File: config.mk
export PLATFORM = sky130hd
export DESIGN_NAME = top_uart_rx
export DESIGN_NICKNAME = d
export VERILOG_FILES = /design/src/rtl/top_uart_rx.sv
export SDC_FILE = /design/constraint.sdc
export NUM_CORES = 1
export LEC_CHECK = 0
export ABC_AREA = 1
export CORE_AREA = 8 8 66 68
export CTS_CLUSTER_DIAMETER = 40
export DETAILED_ROUTE_END_ITERATION = 12
export DIE_AREA = 0 0 74 76
export GPL_ROUTABILITY_DRIVEN = 1
export HOLD_SLACK_MARGIN = 0.02
export PLACE_DENSITY = 0.74
export SYNTH_ARGS = -nofsm -noshare
export SYNTH_HDL_FRONTEND = slang
export SYNTH_SLANG_ARGS = --single-unit
File: constraint.sdc
create_clock -name clk -period 2.7 [get_ports clk]
set_input_delay 0.54 -clock clk [delete_from_list [all_inputs] [get_ports clk]]
set_output_delay 0.54 -clock clk [all_outputs]
set_load 0.02 [all_outputs]
File: src/rtl/top_uart_rx.sv
// 8N1 UART receiver: two-FF synchronizer, oversampling tick, 3-sample mid-bit majority vote.
// Each frame ends in exactly one single-cycle rx_valid or rx_frame_err pulse.
module top_uart_rx #(
   parameter int CLK_FREQUENCY = 100_000_000,
   parameter int BAUD_RATE     = 115200,
   parameter int OVERSAMPLING  = 16
) (
   input  logic       clk,
   input  logic       reset,
   input  logic       rx,
   output logic [7:0] rx_data,
   output logic       rx_valid,
   output logic       rx_frame_err,
   output logic       rx_busy
);

   localparam int TICK_BASE = BAUD_RATE * OVERSAMPLING;
   localparam int TICK_RAW  = (CLK_FREQUENCY + TICK_BASE / 2) / TICK_BASE;
   localparam int TICK_DIV  = (TICK_RAW < 1) ? 1 : TICK_RAW;
   localparam int TW        = (TICK_DIV > 1) ? $clog2(TICK_DIV) : 1;
   localparam int SW        = $clog2(OVERSAMPLING);
   localparam int M         = OVERSAMPLING / 2;

   localparam logic [TW-1:0] TICK_LAST = TW'(TICK_DIV - 1);
   localparam logic [SW-1:0] S_LAST    = SW'(OVERSAMPLING - 1);
   localparam logic [SW-1:0] S_LO      = SW'(M - 1);
   localparam logic [SW-1:0] S_MID     = SW'(M);
   localparam logic [SW-1:0] S_HI      = SW'(M + 1);

   typedef enum logic [1:0] {IDLE, START, DATA, STOP} state_t;

   state_t          state_q;
   logic            sync1_q;
   logic            rx_s_q;
   logic            rx_p_q;
   logic [TW-1:0]   tick_cnt_q;
   logic [SW-1:0]   s_cnt_q;
   logic [2:0]      samp_q;
   logic [2:0]      samp_d;
   logic [2:0]      bit_idx_q;
   logic [7:0]      shift_q;
   logic [7:0]      data_q;
   logic            valid_q;
   logic            ferr_q;
   logic            tick;
   logic            in_window;
   logic            maj;

   assign tick      = (tick_cnt_q == TICK_LAST);
   assign in_window = (s_cnt_q == S_LO) || (s_cnt_q == S_MID) || (s_cnt_q == S_HI);

   // The vote at s_cnt==M+1 must include the sample being captured in that same cycle.
   assign samp_d = (tick && in_window) ? {samp_q[1:0], rx_s_q} : samp_q;
   assign maj    = (samp_d[0] & samp_d[1]) | (samp_d[0] & samp_d[2]) | (samp_d[1] & samp_d[2]);

   always_ff @(posedge clk) begin
      if (reset) begin
         state_q    <= IDLE;
         sync1_q    <= 1'b1;
         rx_s_q     <= 1'b1;
         rx_p_q     <= 1'b1;
         tick_cnt_q <= '0;
         s_cnt_q    <= '0;
         samp_q     <= '0;
         bit_idx_q  <= '0;
         shift_q    <= '0;
         data_q     <= '0;
         valid_q    <= 1'b0;
         ferr_q     <= 1'b0;
      end else begin
         sync1_q    <= rx;
         rx_s_q     <= sync1_q;
         rx_p_q     <= rx_s_q;
         valid_q    <= 1'b0;
         ferr_q     <= 1'b0;
         tick_cnt_q <= tick ? '0 : tick_cnt_q + 1'b1;
         if (tick) begin
            samp_q  <= samp_d;
            s_cnt_q <= (s_cnt_q == S_LAST) ? '0 : s_cnt_q + 1'b1;
         end

         case (state_q)
            IDLE: begin
               if (rx_p_q && !rx_s_q) begin
                  state_q    <= START;
                  tick_cnt_q <= '0;
                  s_cnt_q    <= '0;
                  bit_idx_q  <= '0;
               end
            end
            START: begin
               if (tick) begin
                  if (s_cnt_q == S_HI && maj) begin
                     state_q <= IDLE;
                  end else if (s_cnt_q == S_LAST) begin
                     state_q <= DATA;
                     s_cnt_q <= '0;
                  end
               end
            end
            DATA: begin
               if (tick && s_cnt_q == S_LAST) begin
                  shift_q   <= {maj, shift_q[7:1]};
                  s_cnt_q   <= '0;
                  bit_idx_q <= bit_idx_q + 1'b1;
                  if (bit_idx_q == 3'd7) begin
                     state_q <= STOP;
                  end
               end
            end
            STOP: begin
               // Decide at mid-stop and leave at once so back-to-back frames keep half a bit of margin.
               if (tick && s_cnt_q == S_HI) begin
                  data_q  <= shift_q;
                  valid_q <= maj;
                  ferr_q  <= ~maj;
                  state_q <= IDLE;
               end
            end
            default: state_q <= IDLE;
         endcase
      end
   end

   assign rx_data      = data_q;
   assign rx_valid     = valid_q;
   assign rx_frame_err = ferr_q;
   assign rx_busy      = (state_q != IDLE);

endmodule

==> results.sh <==
export IMPL_clkLatencyLatePin_ns=0.34
export IMPL_core_region_area_sq_um=3441
export IMPL_detail_route_wl_per_cell_um=10.66
export IMPL_final_cell_mix="sky130_fd_sc_hd__dfxtp_1 (39), sky130_fd_sc_hd__nand2_1 (32), sky130_fd_sc_hd__nor2_1 (26)"
export IMPL_globalplace_congestion=0.8678
export IMPL_fin_nets=241
export IMPL_peakVddDrop_v=0.0004360
export IMPL_post_route_min_period_ns=2.178
export IMPL_switching_share_pct=23.47
export IMPL_first_pass_grt_wire_length_um=5244
export IMPL_route_detailed_vias_per_inst=4.736
export IMPL_power_internal_uw=811.5
export IMPL_wirelength_um=2986
export IMPL_critPathKind="reg2out"
export IMPL_placement_io_buffers=13
export IMPL_grt_max_degree=20
export IMPL_netSwitchingPower_uw=248.9
export IMPL_post_synth_cell_area_avg_sq_um=8.127
export IMPL_yosysUniqueCellTypes=32
export IMPL_cp_data_arrival_time_ns=1.64
export IMPL_cts_sinks=39
export IMPL_slew_of_the_pin_with_the_lowest_slew_margin_ns=0.3725
export IMPL_path_buf_inv=2
export IMPL_number_of_cts_inserted_buffers=5
export IMPL_min_delay_path_class="reg2reg"
export IMPL_cts_repair_timing_setup_buffer_count=0
export IMPL_number_of_antenna_violations_at_the_first_check_in_global_routing=0
export IMPL_crit_chain="nor2_1, inv_1, clkdlybuf4s50_1"
export IMPL_layout_cell_area_non_filler_sq_um=1992
export IMPL_post_cts_resized_instances=0
export IMPL_drt_initial_drc_count=67
export IMPL_row_count=22
export IMPL_floorplan_initialDensity_pct=51.02
export IMPL_drive_above_1_share_pct=16.81
export IMPL_yosysSeqAreaShare_pct=44.48
export IMPL_finalNonFillerCells=280
export IMPL_crit_family="buffers and inverters"
export IMPL_finClkSkew_ns=0.01382
export IMPL_grt_ovfl_total=0
export IMPL_synthesis_yosys_warnings=0
export IMPL_timing_setup_tns_ns=0
export IMPL_detail_route_first_pass_iterations=4
export IMPL_fill_cells=320
export IMPL_critPathMaxStageDelay_ns=0.60
export IMPL_drc_errors=0
export IMPL_vias_in_the_first_global_route=1227
export IMPL_cp_required_ns=2.16
export IMPL_end_kind="primary output"
export IMPL_share_comb_of_total_power_pct=7.7
export IMPL_tritoncts="built"
export IMPL_timing_final_hold_violations=0
export IMPL_placed_area_sq_um=1911
export IMPL_root_buffer="sky130_fd_sc_hd__clkbuf_4"
export IMPL_clock_tree_buffer_depth=2
export IMPL_cts_clk_slew_worst_paths_ns=0.12
export IMPL_status="finished, final reports clean"
export IMPL_top_level_ports=14
export IMPL_die_area_sq_um=5624
export IMPL_critical_path_peak_fanout=9
export IMPL_power_share_clock_pct=36.0
export IMPL_timing_max_cap_violations=0
export IMPL_layout_area_overhead_vs_synth_pct=13.47
export IMPL_finalSetupViolCount=0
export IMPL_placed_cells=272
export IMPL_layout_cells_most_common="sky130_fd_sc_hd__dfxtp_1"
export IMPL_power_density_nw_per_um2=532.4
export IMPL_clock_tree_htree_level_count=2
export IMPL_final_antenna_net_count=0
export IMPL_cp_start_kind="flip-flop"
export IMPL_ctsHoldBuffers=0
export IMPL_timing_max_slew_rel_slack_pct=75.11
export IMPL_synth_ff_latch_count=39
export IMPL_rsz0062_at_grt="false"
export IMPL_post_syn_instances=216
export IMPL_power_static_leakage_uw=0.0007873
export IMPL_slew_violations=0
export IMPL_num_antenna_cells=0
export IMPL_synth_area_sq_um=1755
export IMPL_routed_via_count=1326
export IMPL_fmaxAchievable_mhz=459.2
export IMPL_layout_worst_path_cycle_share_pct=80.65
export IMPL_die_width_um=74
export IMPL_global_route_usage_total_pct=11.57
export IMPL_seq_power_share_pct=56.3
export IMPL_synthesized_nets=226
export IMPL_die_h_um=76
export IMPL_cp_slowest_cell="sky130_fd_sc_hd__clkdlybuf4s50_1"
export IMPL_detailed_placement_wirelength_estimate_um=2189
[synth_stat cells]
| library cell | instances | area, sq um |
|---|---|---|
| sky130_fd_sc_hd__o21ai_0 | 10 | 50.05 |
| sky130_fd_sc_hd__nor3b_1 | 2 | 15.01 |
| sky130_fd_sc_hd__nand3_2 | 5 | 50.05 |
| sky130_fd_sc_hd__clkbuf_1 | 3 | 11.26 |
| sky130_fd_sc_hd__o21ai_1 | 2 | 10.01 |
| sky130_fd_sc_hd__a211oi_2 | 2 | 25.02 |
| sky130_fd_sc_hd__a211oi_1 | 6 | 45.04 |
| sky130_fd_sc_hd__nor2_8 | 1 | 20.02 |
| sky130_fd_sc_hd__inv_2 | 5 | 18.77 |
| sky130_fd_sc_hd__o211ai_1 | 1 | 7.510 |
| sky130_fd_sc_hd__buf_2 | 1 | 5.000 |
| sky130_fd_sc_hd__nand2_1 | 32 | 120.1 |
| sky130_fd_sc_hd__nor3_1 | 3 | 15.01 |
| sky130_fd_sc_hd__clkinv_1 | 2 | 7.510 |
| sky130_fd_sc_hd__xnor2_1 | 1 | 8.760 |
| sky130_fd_sc_hd__nor2_2 | 3 | 18.77 |
| sky130_fd_sc_hd__o22ai_1 | 2 | 12.51 |
| sky130_fd_sc_hd__nor3_2 | 1 | 10.01 |
| sky130_fd_sc_hd__dfxtp_1 | 39 | 780.8 |
| sky130_fd_sc_hd__a21oi_2 | 1 | 8.760 |
| sky130_fd_sc_hd__nand3_1 | 4 | 20.02 |
| sky130_fd_sc_hd__buf_6 | 3 | 33.78 |
| sky130_fd_sc_hd__ha_1 | 7 | 87.58 |
| sky130_fd_sc_hd__o21ai_2 | 1 | 8.760 |
| sky130_fd_sc_hd__nand4_1 | 2 | 12.51 |
| sky130_fd_sc_hd__or2_2 | 3 | 18.77 |
| sky130_fd_sc_hd__inv_1 | 24 | 90.09 |
| sky130_fd_sc_hd__nor2_4 | 2 | 22.52 |
| sky130_fd_sc_hd__a21oi_1 | 15 | 75.07 |
| sky130_fd_sc_hd__xor2_1 | 2 | 17.52 |
| sky130_fd_sc_hd__nand2_2 | 5 | 31.28 |
| sky130_fd_sc_hd__nor2_1 | 26 | 97.59 |
[state kept, by name (all words and copies together), names as in the netlist, named ones only]
register,cells
state_q,1
bit_idx_q,3
samp_q,3
s_cnt_q,4
rx_data,8
sync1_q,1
shift_q,8
rx_s_q,1
rx_valid,1
rx_p_q,1
rx_frame_err,1
tick_cnt_q,6
[power groups by stage]
stage	clock (uW)	combinational, uW	sequential, uW
floorplan	0	68.0	602
global placement	0	81.6	610
detailed placement	0	82.0	610
CTS	396	82.3	597
global route	420	93.1	599
finish	381	81.8	597
[final timing paths]
kind / start / endpoint / slack, ns / cells past startpoint
hold reg to reg: sync1_q / rx_s_q / 0.43 / 1
setup reg to reg: s_cnt_q[0] / flip-flop / 0.87 / 16
hold / removal: sync1_q / rx_s_q / 0.43 / 1
setup / recovery: state_q[0] / rx_busy / 0.52 / 3
[layout make-up]
type	count	area (sq um)	share of cell area (%)
Inverter	31	116.4	5.842
Sequential cell	39	780.7	39.20
Tap cell	48	60.06	3.015
Clock inverter	3	43.79	2.198
Clock buffer	5	37.54	1.884
Multi-Input combinational cell	139	808.3	40.58
Timing Repair Buffer	15	145.1	7.286
[kinds of logic (layout without fill, tap and decap cells)]
kind of cell             after synthesis  count (layout)  share of synthesized area, %
AO/OA/AOI/OAI                         40              40                         13.83
XOR/XNOR                               3               3                         1.497
adder cells (fa/ha/maj)                7               7                         4.989
AND/OR/NAND/NOR                       89              89                         25.73
buffers and inverters                 38              54                         9.480
flip-flops                            39              39                         44.48
[through the flow]
| step | util [%] | worst slack, ns | hold WS (ns) | total power [uW] |
|---|---|---|---|---|
| 2_1_floorplan | - | 1.055 | 0.3895 | 669.6 |
| 3_5_place_dp | 55.53 | 0.8170 | 0.4002 | 691.9 |
| 3_3_place_gp | 55.53 | 0.8733 | 0.3978 | 691.7 |
| 4_1_cts | 57.89 | 0.5063 | 0.4319 | 1075 |
| 5_1_grt | 57.89 | 0.4453 | 0.4363 | 1112 |
| 6_report | 57.89 | 0.5223 | 0.4267 | 1060 |
[metal layers]
layer | GRT usage [%] | routed length [um] | vias to the layer above
li1 | - | - | 725
met4 | 5.200 | 47 | 0
met3 | 4.211 | 121 | 6
met1 | 14.25 | 1469 | 582
met2 | 17.25 | 1347 | 13
met5 | 0 | 0 | -
[worst reg2reg max path, stage by stage, from the launching register on]
cell                       delay (ns)
sky130_fd_sc_hd__dfxtp_1         0.41
sky130_fd_sc_hd__inv_1           0.09
sky130_fd_sc_hd__ha_1            0.19
sky130_fd_sc_hd__inv_1           0.04
sky130_fd_sc_hd__nand2_1         0.05
sky130_fd_sc_hd__nand2_1         0.07
sky130_fd_sc_hd__nand2_2         0.07
sky130_fd_sc_hd__nand2_2         0.10
sky130_fd_sc_hd__nand2_1         0.05
sky130_fd_sc_hd__nand2_1         0.08
sky130_fd_sc_hd__clkinv_1        0.09
sky130_fd_sc_hd__nand2_2         0.09
sky130_fd_sc_hd__nand3_2         0.09
sky130_fd_sc_hd__nand3_2         0.10
sky130_fd_sc_hd__nand3_2         0.08
sky130_fd_sc_hd__nand2_2         0.08
sky130_fd_sc_hd__a21oi_2         0.04
(Power assumes the default switching activity.)
